### src/rtl/pico_mmio_ctrl_pkg.sv
// Shared constants for the pico MMIO controller: default addresses,
// control-window register offsets and status bit positions.
package pico_mmio_pkg;

  localparam logic [31:0] DEF_PRINT_ADDR = 32'h1000_0000;
  localparam logic [31:0] DEF_CTRL_BASE  = 32'h2000_0000;

  localparam logic [31:0] OFF_FINISH   = 32'h0;
  localparam logic [31:0] OFF_EXIT     = 32'h4;
  localparam logic [31:0] OFF_TIMER_LO = 32'h8;
  localparam logic [31:0] OFF_TIMER_HI = 32'hC;

  localparam int unsigned STAT_FULL_BIT     = 0;
  localparam int unsigned STAT_COUNT_LSB    = 1;
  localparam int unsigned FINISH_HALTED_BIT = 0;

  typedef enum logic [2:0] {
    REG_NONE,
    REG_PRINT,
    REG_FINISH,
    REG_EXIT,
    REG_TIMER_LO,
    REG_TIMER_HI
  } reg_sel_e;

endpackage

### src/rtl/pico_mmio_ctrl_if.sv
// Core native memory bus as seen by the MMIO controller.
interface pico_mmio_ctrl_if;
  logic        mem_valid;
  logic [31:0] mem_addr;
  logic [31:0] mem_wdata;
  logic [3:0]  mem_wstrb;
  logic        mmio_sel;
  logic        mmio_ready;
  logic [31:0] mmio_rdata;

  modport master (
    output mem_valid, mem_addr, mem_wdata, mem_wstrb,
    input  mmio_sel, mmio_ready, mmio_rdata
  );

  modport slave (
    input  mem_valid, mem_addr, mem_wdata, mem_wstrb,
    output mmio_sel, mmio_ready, mmio_rdata
  );
endinterface

### src/rtl/pico_mmio_ctrl_print_fifo.sv
// Synchronous FIFO with occupancy count and synchronous flush.
module pico_print_fifo #(
  parameter int unsigned DEPTH = 8,
  parameter int unsigned WIDTH = 8
) (
  input  logic                           clk,
  input  logic                           rst_n,
  input  logic                           flush,
  input  logic                           push,
  input  logic [WIDTH-1:0]               push_data,
  output logic                           full,
  input  logic                           pop,
  output logic                           valid,
  output logic [WIDTH-1:0]               head,
  output logic [$clog2(DEPTH+1)-1:0]     count
);

  localparam int unsigned AW = $clog2(DEPTH);
  localparam int unsigned CW = $clog2(DEPTH+1);

  logic [AW-1:0]    wr_ptr_q, wr_ptr_d;
  logic [AW-1:0]    rd_ptr_q, rd_ptr_d;
  logic [CW-1:0]    count_q, count_d;
  logic [WIDTH-1:0] mem_q [DEPTH];
  logic             do_push, do_pop;

  assign full    = (count_q == CW'(DEPTH));
  assign valid   = (count_q != '0);
  assign count   = count_q;
  assign do_push = push & ~full & ~flush;
  assign do_pop  = pop & valid & ~flush;
  assign head    = valid ? mem_q[rd_ptr_q] : '0;

  // Pointers wrap naturally because DEPTH is a power of two.
  always_comb begin
    wr_ptr_d = wr_ptr_q;
    rd_ptr_d = rd_ptr_q;
    count_d  = count_q;
    if (flush) begin
      wr_ptr_d = '0;
      rd_ptr_d = '0;
      count_d  = '0;
    end else begin
      if (do_push) wr_ptr_d = wr_ptr_q + AW'(1);
      if (do_pop)  rd_ptr_d = rd_ptr_q + AW'(1);
      case ({do_push, do_pop})
        2'b10:   count_d = count_q + CW'(1);
        2'b01:   count_d = count_q - CW'(1);
        default: count_d = count_q;
      endcase
    end
  end

  always_ff @(posedge clk or negedge rst_n) begin
    if (!rst_n) begin
      wr_ptr_q <= '0;
      rd_ptr_q <= '0;
      count_q  <= '0;
    end else begin
      wr_ptr_q <= wr_ptr_d;
      rd_ptr_q <= rd_ptr_d;
      count_q  <= count_d;
    end
  end

  always_ff @(posedge clk) begin
    if (do_push) mem_q[wr_ptr_q] <= push_data;
  end

endmodule

### src/rtl/pico_mmio_ctrl.sv
// MMIO controller: buffered print stream, finish/halt register with exit
// code, and a 64-bit cycle timer with an atomic high-word snapshot.
module pico_mmio_ctrl
  import pico_mmio_pkg::*;
#(
  parameter logic [31:0] PRINT_ADDR  = DEF_PRINT_ADDR,
  parameter logic [31:0] CTRL_BASE   = DEF_CTRL_BASE,
  parameter int unsigned CTRL_SPAN   = 16,
  parameter int unsigned PRINT_DEPTH = 8,
  parameter int unsigned PRINT_WIDTH = 8,
  parameter logic [63:0] TIMER_INIT  = '0
) (
  input  logic                   clk,
  input  logic                   resetn,
  pico_mmio_ctrl_if.slave        bus,
  input  logic                   conf_sel,
  output logic                   core_resetn,
  output logic                   print_valid,
  input  logic                   print_ready,
  output logic [PRINT_WIDTH-1:0] print_value,
  output logic                   done,
  output logic [7:0]             exit_code
);

  localparam int unsigned CW = $clog2(PRINT_DEPTH+1);

  logic        ready_q, ready_d;
  logic [31:0] rdata_q, rdata_d;
  logic        done_q, done_d;
  logic [7:0]  exit_q, exit_d;
  logic        halted_q, halted_d;
  logic [63:0] timer_q, timer_d;
  logic [31:0] shadow_q, shadow_d;

  logic [31:0] ctrl_off;
  logic        in_ctrl, is_write, stall, accept, push;
  logic        fifo_full;
  logic [CW-1:0] fifo_count;
  reg_sel_e    sel_reg;
  logic        unused_wdata;

  assign ctrl_off     = bus.mem_addr - CTRL_BASE;
  assign in_ctrl      = (ctrl_off < 32'(CTRL_SPAN));
  assign is_write     = |bus.mem_wstrb;
  assign unused_wdata = ^bus.mem_wdata;

  always_comb begin
    sel_reg = REG_NONE;
    if (bus.mem_addr == PRINT_ADDR) begin
      sel_reg = REG_PRINT;
    end else if (in_ctrl) begin
      case (ctrl_off)
        OFF_FINISH:   sel_reg = REG_FINISH;
        OFF_EXIT:     sel_reg = REG_EXIT;
        OFF_TIMER_LO: sel_reg = REG_TIMER_LO;
        OFF_TIMER_HI: sel_reg = REG_TIMER_HI;
        default:      sel_reg = REG_NONE;
      endcase
    end
  end

  assign bus.mmio_sel = bus.mem_valid & ((sel_reg == REG_PRINT) | in_ctrl);
  // Stall looks at the registered full flag, so a same-cycle pop cannot free space.
  assign stall  = (sel_reg == REG_PRINT) & is_write & fifo_full;
  assign accept = bus.mmio_sel & ~ready_q & ~stall;

  always_comb begin
    ready_d  = accept;
    rdata_d  = '0;
    done_d   = 1'b0;
    exit_d   = exit_q;
    halted_d = halted_q;
    timer_d  = halted_q ? timer_q : timer_q + 64'd1;
    shadow_d = shadow_q;
    push     = 1'b0;
    if (accept) begin
      if (is_write) begin
        case (sel_reg)
          REG_PRINT:  push = 1'b1;
          REG_FINISH: begin
            halted_d = 1'b1;
            exit_d   = bus.mem_wdata[7:0];
            done_d   = 1'b1;
          end
          default: ;
        endcase
      end else begin
        case (sel_reg)
          REG_PRINT: begin
            rdata_d[STAT_FULL_BIT]   = fifo_full;
            rdata_d[31:STAT_COUNT_LSB] = 31'(fifo_count);
          end
          REG_FINISH:   rdata_d[FINISH_HALTED_BIT] = halted_q;
          REG_EXIT:     rdata_d = {24'b0, exit_q};
          REG_TIMER_LO: begin
            rdata_d  = timer_q[31:0];
            shadow_d = timer_q[63:32];
          end
          REG_TIMER_HI: rdata_d = shadow_q;
          default: ;
        endcase
      end
    end
    // Host configuration mode overrides anything the bus did this cycle.
    if (conf_sel) begin
      halted_d = 1'b0;
      timer_d  = '0;
      shadow_d = '0;
      done_d   = 1'b0;
      exit_d   = exit_q;
      push     = 1'b0;
    end
  end

  always_ff @(posedge clk or negedge resetn) begin
    if (!resetn) begin
      ready_q  <= 1'b0;
      rdata_q  <= '0;
      done_q   <= 1'b0;
      exit_q   <= '0;
      halted_q <= 1'b0;
      timer_q  <= TIMER_INIT;
      shadow_q <= '0;
    end else begin
      ready_q  <= ready_d;
      rdata_q  <= rdata_d;
      done_q   <= done_d;
      exit_q   <= exit_d;
      halted_q <= halted_d;
      timer_q  <= timer_d;
      shadow_q <= shadow_d;
    end
  end

  pico_print_fifo #(
    .DEPTH (PRINT_DEPTH),
    .WIDTH (PRINT_WIDTH)
  ) u_print_fifo (
    .clk       (clk),
    .rst_n     (resetn),
    .flush     (conf_sel),
    .push      (push),
    .push_data (bus.mem_wdata[PRINT_WIDTH-1:0]),
    .full      (fifo_full),
    .pop       (print_ready),
    .valid     (print_valid),
    .head      (print_value),
    .count     (fifo_count)
  );

  assign bus.mmio_ready = ready_q;
  assign bus.mmio_rdata = rdata_q;
  assign done           = done_q;
  assign exit_code      = exit_q;
  assign core_resetn    = resetn & ~conf_sel & ~halted_q;

endmodule

### src/flat_wrapper.sv
// flat-port wrapper written by rule: the top's interface ports become plain ports
module pico_mmio_ctrl_flat import pico_mmio_pkg::*;
#(
  parameter logic [31:0] PRINT_ADDR  = DEF_PRINT_ADDR,
  parameter logic [31:0] CTRL_BASE   = DEF_CTRL_BASE,
  parameter int unsigned CTRL_SPAN   = 16,
  parameter int unsigned PRINT_DEPTH = 8,
  parameter int unsigned PRINT_WIDTH = 8,
  parameter logic [63:0] TIMER_INIT  = '0
)
  (clk, resetn, conf_sel, core_resetn, print_valid, print_ready, print_value, done, exit_code, bus_mem_valid, bus_mem_addr, bus_mem_wdata, bus_mem_wstrb, bus_mmio_sel, bus_mmio_ready, bus_mmio_rdata);
  pico_mmio_ctrl_if bus_i ();
  input  logic clk;
  input  logic resetn;
  input  logic conf_sel;
  output logic core_resetn;
  output logic print_valid;
  input  logic print_ready;
  output logic [PRINT_WIDTH-1:0] print_value;
  output logic done;
  output logic [7:0] exit_code;
  input wire logic [$bits(bus_i.mem_valid)-1:0] bus_mem_valid;
  input wire logic [$bits(bus_i.mem_addr)-1:0] bus_mem_addr;
  input wire logic [$bits(bus_i.mem_wdata)-1:0] bus_mem_wdata;
  input wire logic [$bits(bus_i.mem_wstrb)-1:0] bus_mem_wstrb;
  output wire logic [$bits(bus_i.mmio_sel)-1:0] bus_mmio_sel;
  output wire logic [$bits(bus_i.mmio_ready)-1:0] bus_mmio_ready;
  output wire logic [$bits(bus_i.mmio_rdata)-1:0] bus_mmio_rdata;
  assign bus_i.mem_valid = bus_mem_valid;
  assign bus_i.mem_addr = bus_mem_addr;
  assign bus_i.mem_wdata = bus_mem_wdata;
  assign bus_i.mem_wstrb = bus_mem_wstrb;
  assign bus_mmio_sel = bus_i.mmio_sel;
  assign bus_mmio_ready = bus_i.mmio_ready;
  assign bus_mmio_rdata = bus_i.mmio_rdata;
  pico_mmio_ctrl #(.PRINT_ADDR(PRINT_ADDR), .CTRL_BASE(CTRL_BASE), .CTRL_SPAN(CTRL_SPAN), .PRINT_DEPTH(PRINT_DEPTH), .PRINT_WIDTH(PRINT_WIDTH), .TIMER_INIT(TIMER_INIT)) u_core (.clk(clk), .resetn(resetn), .bus(bus_i), .conf_sel(conf_sel), .core_resetn(core_resetn), .print_valid(print_valid), .print_ready(print_ready), .print_value(print_value), .done(done), .exit_code(exit_code));
endmodule
### config.mk
export PLATFORM = sky130hd
export DESIGN_NAME = pico_mmio_ctrl_flat
export DESIGN_NICKNAME = d
export VERILOG_FILES = /design/src/rtl/pico_mmio_ctrl_pkg.sv /design/src/rtl/pico_mmio_ctrl_if.sv /design/src/rtl/pico_mmio_ctrl_print_fifo.sv /design/src/rtl/pico_mmio_ctrl.sv /design/src/flat_wrapper.sv
export SDC_FILE = /design/constraint.sdc
export NUM_CORES = 1
export LEC_CHECK = 0
export BUFFER_PORTS_ARGS = -buffer_cell sky130_fd_sc_hd__buf_2
export CORE_MARGIN = 4
export CORE_UTILIZATION = 39
export DETAILED_ROUTE_END_ITERATION = 10
export PLACE_DENSITY = 0.59
export SYNTH_ARGS = -nofsm -noshare
export SYNTH_HDL_FRONTEND = slang
export SYNTH_SLANG_ARGS = --single-unit
### constraint.sdc
create_clock -name clk -period 9.1 [get_ports clk]
set_clock_uncertainty 0.1 [all_clocks]
set_input_delay 1.365 -clock clk [delete_from_list [all_inputs] [get_ports clk]]
set_output_delay 1.365 -clock clk [all_outputs]
set_load 0.02 [all_outputs]
==> metrics.csv, run 1 <==
metric,value,unit
CTS H-tree lvls,1,
FF-to-FF path depth,10,
initial antenna violation count,0,
sequential area share after synthesis,0.583,
Min-Delay Path Depth,2,
hpwl dp,14800,µm
core area,24400,µm²
worst hold slack,419,ps
DRC,0,
actual slew at the worst max-slew pin,1050,ps
flop and latch count out of synthesis,213,
CP cell instances,buf_2 -> nor2_1 -> nand3_2 -> a2111oi_4 -> buf_2,
Inserted Clock Buffers,24,
pre-CTS setup slack,4310,ps
cell area power density,184,nW/µm²
Critical-path top delay cell,a2111oi_4,
fin crit share,0.524,
placed cell areas,10500,µm²
Die Area,27400,µm²
worst skew pair latency,510,ps
Finish-stage setup viols,0,
"most used cell, CP",buf_2,
worst-path fanout max,33,
HP Start,u_core.shadow_q[8]$_DFFE_PN0P_,
register area,5650,µm²
vias per inst,5.17,
vias in the first global route,6754,
Post-Route WL,22300,µm
Cell Rows,57,
die span in y,166,µm
final hold violation count,0,
Post-Syn Area,9700,µm²
worst setup margin,4330,ps
status,"complete, no violations",
synthesized area per cell,11.4,µm²
"Remaining Overflow, GRT",0,
drt first pass iters,4,
placed cells,1250,
number of fillers in the final layout,2285,
Longest Clk Path Bufs,3,
clk sinks,213,
Tot Pwr,2.08,mW
fmax,210,MHz
fin cells,1293,
Worst path top cell family by delay,buffers and inverters,
Multi-input gate area,3820,µm²
Starting Density,0.398,
PortBufs,101,
synth top area cells,"dfrtp_1 (38%), edfxtp_1 (20%), nor2_1 (4.8%), mux2i_1 (4.1%), nand2_1 (3.9%)",
starting DRC count in detailed routing,519,
share of cells above drive strength 1,0.203,
diode count,0,
Setup Buffers After CTS,0,
"commonest non-fill, non-tap cell in the layout",dfrtp_1,
Worst Hold End,u_core.shadow_q[8]$_DFFE_PN0P_,
Peak supply drop,127,µV
synth unique cells,55,
CTS Hold Buffers Added,0,
CP arrival,3300,ps
"area leader, netlist",dfrtp_1,
post-cts sizing count,0,
RSZ-0062 raised after global routing,no,
Post-synth EDFFs,64,
most frequent cells in the layout,"dfrtp_1 (149), nor2_1 (124), nand2_1 (101)",
Leak,4.66,nW
post-layout util,0.464,
gate count of the mapped netlist,852,
ys async rst share,0.700,
Final Critical Period,4770,ps
worst flop-to-flop path endpoint,u_core.u_print_fifo.count[2]$_DFFE_PN0P_,
kind of critical path,in2out,
DR WL/cell,17.3,µm
crit path capture type,output port,
GPL Wtd Cong,0.788,
gr usage total,0.160,
pins over their slew limit,0,
fin area,11300,µm²
first-pass GRT wire length,36600,µm
post-synthesis net count,931,
die width,166,µm
Worst path max stage delay,610,ps
worst r2r src,u_core.u_print_fifo.count[3]$_DFFE_PN0P_,
Worst Setup Start Kind,input pin,
Main synth FF type,dfrtp_1,
fin nets,1031,
clock root buffer,clkbuf_16,
Vias,6690,
clock-pin slew on the worst setup and hold paths,60,ps
Buf/Inv on CP,2,
"Area growth, synth to finish",16.8,%
warning count from the yosys run,0,
max_slew headroom,0.297,
CTS tree,done,
worst endpoint required time,7640,ps
share of the synthesized area in the top cell type,0.385,
Fin Setup TNS,0,ps
largest net degree at the start of global routing,96,
r2r setup slk,5700,ps
Worst Hold Class,reg2reg,
DRT antenna net count,0,
MaxCap Viol Count,0,
I/O pins,126,
## report_power, final
group          total (mW)  leakage [nW]  switching, mW  internal [mW]
Clock               0.960         0.384          0.388          0.572
Sequential          0.996          2.65        0.00645          0.990
Combinational       0.124          1.62         0.0770         0.0469
## cells by family after synthesis
kind of cell | Yosys count | synth area share
xor gates and xnor gates | 58 | 0.0524
AOI/OAI and AO/OA | 82 | 0.0505
muxes | 69 | 0.0935
DFF | 213 | 0.583
buffers and inverters | 51 | 0.0230
and+or+nand+nor | 373 | 0.190
adders and majority gates | 6 | 0.00774
## final cells by class
cell class | count | share of cell area
sequential | 213 | 0.499
timing repair buffer | 112 | 0.0527
tap | 324 | 0.0358
clock buffer | 31 | 0.0618
clock inverter | 12 | 0.00873
inverter | 13 | 0.00431
multi-input combinational | 588 | 0.338
## worst reg2reg max path, stage by stage (launching register included)
cell and delay [ps]:
dfrtp_1 460, nor4b_1 240, or4b_2 670, nor4_4 520, nor3_1 160, ha_1 370
nor2b_1 160, o311ai_0 270, o21ai_0 130, nor2_1 100, a211oi_1 50
## sequential cells by signal, indices dropped and copies added (netlist names)
register                      flops
u_core.bus.mmio_rdata            32
u_core.shadow_q                  32
u_core.done                       1
u_core.u_print_fifo.rd_ptr_q      3
u_core.exit_code                  8
u_core.u_print_fifo.wr_ptr_q      3
u_core.timer_q                   64
u_core.bus.mmio_ready             1
u_core.u_print_fifo.count         4
u_core.u_print_fifo.mem_q        64
u_core.halted_q                   1
## how the worst max path moves through the flow
stage	startpoint	endpoint	slack, ps	cells after the start
after CTS	bus_mem_addr[2]	bus_mmio_sel	4300	5
after floorplan	bus_mem_addr[3]	bus_mmio_sel	5070	4
after detailed placement	bus_mem_addr[2]	bus_mmio_sel	4310	5
after global placement	bus_mem_addr[2]	bus_mmio_sel	4320	5
after global routing	bus_mem_addr[2]	bus_mmio_sel	4150	5
final	bus_mem_addr[2]	bus_mmio_sel	4330	5
## per-layer routing
layer | up-vias | wire, µm | GRT usage
met3 | 28 | 763 | 0.0238
met2 | 106 | 10800 | 0.264
met1 | 3312 | 10400 | 0.227
met4 | 0 | 359 | 0.0359
li1 | 3244 | - | -
met5 | - | 0 | 0
## synth_stat cells (6+ instances only)
cell	n
edfxtp_1	64
xor2_1	30
nor3_1	13
mux2_2	13
inv_1	13
or3_1	7
clkbuf_1	24
buf_2	7
and4_1	14
o21ai_0	12
nand2b_1	7
nand3_1	26
a21oi_1	49
ha_1	6
nand4_1	19
nand2_1	101
xnor2_1	28
and3_1	11
dfrtp_1	149
mux2i_1	40
mux4_2	16
nor4_1	20
nor2_1	124
(Power assumes the default switching activity.)
==> inputs of run 2 (changes only) <==
PLACE_DENSITY = 0.61   (was 0.59)
clock period = 3.9 ns   (was 9.1 ns; I/O delays follow)
==> run 2 against run 1 <==
  * Power up 130%
  * Non-clock buffer count grew 14
  * Sequential share of layout area down 0.49 points
  * Clock power rose by 140%
  * Global-route usage up 0.12 points
  * Design area is 0.98% higher
  * Combinational power up 140%
  * Count of clock-buffer cells in the layout is 1 lower
  * Wire length is 0.77% lower
  * First-iteration DRC count is 20% lower
==> metrics.csv, run 2 (synthesized netlist as in run 1, its figures left out) <==
metric,value,unit
"Area growth, synth to finish",17.9,%
MaxCap Viol Count,0,
Starting Density,0.398,
Finish-stage setup viols,0,
largest net degree at the start of global routing,65,
worst hold slack,274,ps
Comb pwr share,0.060,
post-layout util,0.469,
Critical-path top delay cell,or4b_2,
actual slew at the worst max-slew pin,831,ps
Setup Buffers After CTS,0,
clk sinks,213,
die span in y,166,µm
I/O pins,126,
starting DRC count in detailed routing,414,
kind of critical path,reg2reg,
r2r setup slk,750,ps
Post-Route WL,22200,µm
Tot Pwr,4.89,mW
Clk pwr share,0.464,
CP arrival,3400,ps
Worst path top cell family by delay,simple AND/OR/NAND/NOR gates,
Leak,4.74,nW
initial antenna violation count,0,
DRT antenna net count,0,
CTS tree,done,
CP cell instances,nor4b_1 -> buf_4 -> or4b_2 -> nor4_4 -> nor3_1 -> ha_1 -> nor2b_1 -> o311ai_0 -> o21ai_0 -> nor2_1 -> a211oi_1,
Die Area,27400,µm²
GPL Wtd Cong,0.804,
core area,24400,µm²
biggest regs,"u_core.timer_q (64), u_core.u_print_fifo.mem_q (64)",
Peak supply drop,269,µV
Worst Setup Start Kind,flop,
crit path capture type,flop,
most frequent cells in the layout,"dfrtp_1 (149), nor2_1 (124), nand2_1 (101)",
drt first pass iters,5,
Int Pwr,3.80,mW
Sw Share,0.222,
DRC,0,
fin crit share,0.807,
worst-path fanout max,7,
worst flop-to-flop path endpoint,u_core.u_print_fifo.count[2]$_DFFE_PN0P_,
Cell Rows,57,
Buf/Inv on CP,1,
Longest Clk Path Bufs,3,
Final Critical Period,3150,ps
max_slew headroom,0.446,
Critical Path Stages,11,
DR WL/cell,16.9,µm
worst endpoint required time,4150,ps
final hold violation count,0,
fmax,318,MHz
diode count,0,
cell area power density,427,nW/µm²
first-pass GRT wire length,37200,µm
fin nets,1045,
RSZ-0062 raised after global routing,no,
Vias,6759,
vias in the first global route,6934,
gr usage total,0.161,
clock-pin slew on the worst setup and hold paths,60,ps
PortBufs,101,
worst r2r src,u_core.u_print_fifo.count[3]$_DFFE_PN0P_,
share of cells above drive strength 1,0.212,
worst skew pair latency,510,ps
FF-to-FF path depth,11,
hpwl dp,15200,µm
die width,166,µm
Crit. Startpoint,u_core.u_print_fifo.count[3]$_DFFE_PN0P_,
pins over their slew limit,0,
P_sw,1.09,mW
Worst path max stage delay,640,ps
Worst Setup EP,u_core.u_print_fifo.count[2]$_DFFE_PN0P_,
status,"complete, no violations",
Fin Setup TNS,0,ps
Inserted Clock Buffers,24,
clock root buffer,clkbuf_16,
Worst Hold Class,in2reg,
"Remaining Overflow, GRT",0,
HP Start,bus_mem_wdata[0],
"commonest non-fill, non-tap cell in the layout",dfrtp_1,
Seq pwr share,0.476,
CTS H-tree lvls,1,
vias per inst,5.17,
==> run 2: cell types whose count changed in the layout (fill, tap and decap cells not counted), moves of 2 or more <==
cell,change
buf_4,+13
bufinv_16,+2
clkbuf_1,+3
clkbuf_8,-3
clkinv_2,+2
clkinv_4,+2
clkinvlp_4,-3
==> run 2: worst min path at each step <==
stage / end / slack, ps / cells past startpoint
after floorplan: u_core.bus.mmio_rdata[0]$_DFF_PN0_ / 190 / 0
after global placement: u_core.shadow_q[8]$_DFFE_PN0P_ / 410 / 2
after detailed placement: u_core.bus.mmio_rdata[15]$_DFF_PN0_ / 410 / 2
after CTS: u_core.u_print_fifo.mem_q[6][5]$_DFFE_PP_ / 250 / 1
after global routing: u_core.u_print_fifo.mem_q[6][0]$_DFFE_PP_ / 270 / 1
final: u_core.u_print_fifo.mem_q[7][0]$_DFFE_PP_ / 270 / 1
==> run 2: power groups by stage <==
stage | clock, mW | combinational, mW | sequential [mW]
after detailed placement | 0 | 0.301 | 2.37
after global routing | 2.43 | 0.330 | 2.32
final | 2.27 | 0.294 | 2.32
after CTS | 2.34 | 0.302 | 2.32
after global placement | 0 | 0.298 | 2.37
after floorplan | 0 | 0.172 | 2.36
==> run 2: timing repair <==
| item | CTS | global route |
|---|---|---|
| hold buffers | 1 | 0 |
| gates resized for setup | 0 | 0 |
| hold endpoints to repair | 43 | 0 |
==> run 2: final cells by class <==
cell class	count	area, µm²
inverters	13	48.8
fillers	2292	13000
repair buffers	126	704
clock inverters	14	158
flip-flops and latches	213	5650
clock buffers	30	644
well taps	324	405
multi-input cells	588	3820
==> run 2: worst register-to-register path, delay by kind of cell (launching register included) <==
| family | cells | cell delay (ps) |
|---|---|---|
| and+or+nand+nor | 6 | 1450 |
| AOI/OAI and AO/OA | 3 | 470 |
| DFF | 1 | 470 |
| adders and majority gates | 1 | 360 |
| buffers and inverters | 1 | 160 |
==> run 2: through the flow <==
stage / instances / instance area (µm²) / setup slack (ps)
finish: 1308 / 11400 / 753
CTS: 1308 / 11400 / 767
floorplan: 852 / 9700 / 850
global placement: 1263 / 10600 / 678
global route: 1308 / 11400 / 612
detailed placement: 1263 / 10600 / 625
==> run 2: layer usage <==
layer  share of wire  up-vias  GRT usage
met1            0.45     3366      0.223
li1                -     3264          -
met5               0        -          0
met3           0.034       28     0.0222
met2            0.49      101      0.272
met4           0.018        0     0.0405
==> inputs of run 3 (changes only) <==
ABC_AREA = 1   (was not set)
clock period = 2.82 ns   (was 3.9 ns; I/O delays follow)
==> run 3 against run 2 <==
  * Register-to-register slack got worse by 500 ps
  * Wire length rose by 23%
  * Area after synthesis rose by 3.7%
  * Largest cell class unchanged
  * Largest power group unchanged
==> metrics.csv, run 3 <==
metric,value,unit
worst r2r src,u_core.halted_q$_DFFE_PN0P_,
Clk pwr share,0.397,
Post-Route WL,27300,µm
Commonest cells post-synth,"nand2_1 (181), inv_1 (176), dfrtp_1 (149)",
pins over their slew limit,0,
PortBufs,101,
starting DRC count in detailed routing,803,
synth unique cells,48,
fin cells,1635,
share of the synthesized area in the top cell type,0.371,
first-pass GRT wire length,43400,µm
Seq pwr share,0.442,
vias in the first global route,8004,
worst flop-to-flop path endpoint,u_core.timer_q[44]$_DFFE_PN0P_,
Leak,5.18,nW
clk sinks,213,
hpwl dp,20000,µm
core area,25300,µm²
Post-synth EDFFs,64,
status,"complete, no violations",
post-synthesis net count,1229,
FF-to-FF path depth,16,
sequential area share after synthesis,0.562,
max_slew headroom,0.548,
Die Area,28400,µm²
GPL Wtd Cong,0.910,
Min-Delay Path Depth,3,
Longest Clk Path Bufs,3,
"area leader, netlist",dfrtp_1,
post-layout util,0.474,
"Remaining Overflow, GRT",0,
Worst path max stage delay,400,ps
placed cells,1591,
largest net degree at the start of global routing,109,
flop and latch count out of synthesis,213,
worst endpoint required time,2300,ps
gr usage total,0.189,
drt first pass iters,5,
DR WL/cell,16.7,µm
CP arrival,2100,ps
placed cell areas,11200,µm²
warning count from the yosys run,0,
number of fillers in the final layout,2402,
worst-path fanout max,33,
initial antenna violation count,0,
synthesized area per cell,8.74,µm²
Worst Setup Start Kind,flop,
pre-CTS setup slack,-30.8,ps
RSZ-0062 raised after global routing,no,
most frequent cells in the layout,"nand2_1 (181), inv_1 (175), dfrtp_1 (149)",
CP cell instances,buf_6 -> o21ai_0 -> o22ai_1 -> o21ai_0 -> a31oi_1 -> buf_2,
Worst Hold End,u_core.exit_code[5]$_DFFE_PN0P_,
worst skew pair latency,510,ps
vias per inst,5.16,
clock root buffer,clkbuf_16,
Cell Rows,58,
crit path capture type,output port,
Final Critical Period,2630,ps
diode count,0,
Int Pwr,5.31,mW
kind of critical path,reg2out,
CTS tree,done,
Vias,8442,
Comb pwr share,0.161,
actual slew at the worst max-slew pin,672,ps
DRC,0,
die span in y,169,µm
"commonest non-fill, non-tap cell in the layout",nand2_1,
most common cell in the netlist,nand2_1,
fmax,381,MHz
fin crit share,0.932,
"Area growth, synth to finish",19.2,%
Starting Density,0.398,
CTS H-tree lvls,1,
Main synth FF type,dfrtp_1,
gate count of the mapped netlist,1150,
r2r setup slk,250,ps
share of cells above drive strength 1,0.175,
Critical-path top delay cell,dfrtp_1,
Inserted Clock Buffers,23,
Peak supply drop,492,µV
MaxCap Viol Count,0,
Worst Hold Class,in2reg,
DRT antenna net count,0,
"most used cell, CP",o21ai_0,
HP Start,bus_mem_wdata[5],
Post-Syn Area,10100,µm²
fin nets,1368,
P_sw,2.07,mW
I/O pins,126,
Finish-stage setup viols,0,
biggest regs,"u_core.timer_q (64), u_core.u_print_fifo.mem_q (64)",
worst setup margin,193,ps
clock-pin slew on the worst setup and hold paths,60,ps
synth top area cells,"dfrtp_1 (37%), edfxtp_1 (19%), nand2_1 (6.8%), inv_1 (6.6%), nor2_1 (5.1%)",
cell area power density,617,nW/µm²
final hold violation count,0,
ys async rst share,0.700,
die width,169,µm
Sw Share,0.281,
fin area,12000,µm²
==> run 3: cell count changes in the layout (fill, tap and decap cells not counted), sizes merged, moves of 16 or more <==
cell,previous run,this run
and4,16,0
buf,125,145
inv,14,192
mux2i,40,0
mux4,16,0
nand2,101,186
nor2,124,149
nor3,13,50
o21ai,12,100
o22ai,0,63
xnor2,28,3
xor2,30,1
==> run 3: repair_timing <==
item | in CTS | in global routing
setup buffers | 0 | 2
resized for setup | 0 | 4
endpoints found under the setup margin | 0 | 6
hold endpoints to repair | 149 | 0
hold buffers | 1 | 0
==> run 3: through the flow <==
| step | setup TNS (ps) | hold slack (ps) | power [mW] |
|---|---|---|---|
| after floorplan | -3970 | 27.4 | 4.03 |
| after global placement | 0 | 378 | 4.47 |
| after detailed placement | -271 | 385 | 4.49 |
| after CTS | 0 | 146 | 7.42 |
| after global routing | 0 | 162 | 7.72 |
| final | 0 | 158 | 7.39 |
==> run 3: area by class of cell <==
| class | count | area, µm² | area share |
|---|---|---|---|
| Multi-Input combinational cell | 714 | 3570 | 0.298 |
| Timing Repair Buffer | 146 | 893 | 0.0746 |
| Clock inverter | 16 | 146 | 0.0122 |
| Tap cell | 330 | 413 | 0.0345 |
| Sequential cell | 213 | 5650 | 0.472 |
| Inverter | 191 | 723 | 0.0604 |
| Clock buffer | 25 | 583 | 0.0487 |
==> run 3: worst max path at each step <==
| stage | from | to | slack (ps) |
|---|---|---|---|
| finish | u_core.u_print_fifo.rd_ptr_q[0]$_DFFE_PN0P_ | print_value[2] | 190 |
| global route | u_core.u_print_fifo.rd_ptr_q[0]$_DFFE_PN0P_ | print_value[2] | 80 |
| CTS | u_core.u_print_fifo.rd_ptr_q[0]$_DFFE_PN0P_ | print_value[4] | 60 |
| detailed placement | bus_mem_addr[30] | u_core.u_print_fifo.mem_q[7][2]$_DFFE_PP_ | -30 |
| global placement | bus_mem_addr[29] | u_core.u_print_fifo.count[3]$_DFFE_PN0P_ | 20 |
| floorplan | bus_mem_addr[29] | u_core.u_print_fifo.mem_q[1][0]$_DFFE_PP_ | -90 |
==> run 3: power groups by stage <==
stage / clock, mW / sequential [mW] / combinational [mW]
floorplan: 0 / 3.32 / 0.709
global placement: 0 / 3.32 / 1.15
detailed placement: 0 / 3.32 / 1.17
CTS: 2.99 / 3.26 / 1.17
global route: 3.12 / 3.27 / 1.33
finish: 2.93 / 3.27 / 1.19
==> run 3: kinds of logic after synthesis <==
| family | share of synthesized area |
|---|---|
| buffers and inverters | 0.0849 |
| AOI/OAI and AO/OA | 0.138 |
| and+or+nand+nor | 0.204 |
| DFF | 0.562 |
| xor gates and xnor gates | 0.00349 |
| adders and majority gates | 0.00747 |
==> run 3: layer usage <==
layer,track usage,vias to the layer above,part of all wire
li1,-,4126,-
met5,0,-,0
met1,0.266,4010,0.45
met4,0.0540,0,0.026
met3,0.0227,49,0.057
met2,0.312,257,0.47
==> run 3: worst max-delay path, delay by kind of cell, from the launching register on <==
family	cells	cell delay, ps
AO/OA/AOI/OAI	4	740
buffers and inverters	2	450
flip-flops	1	400
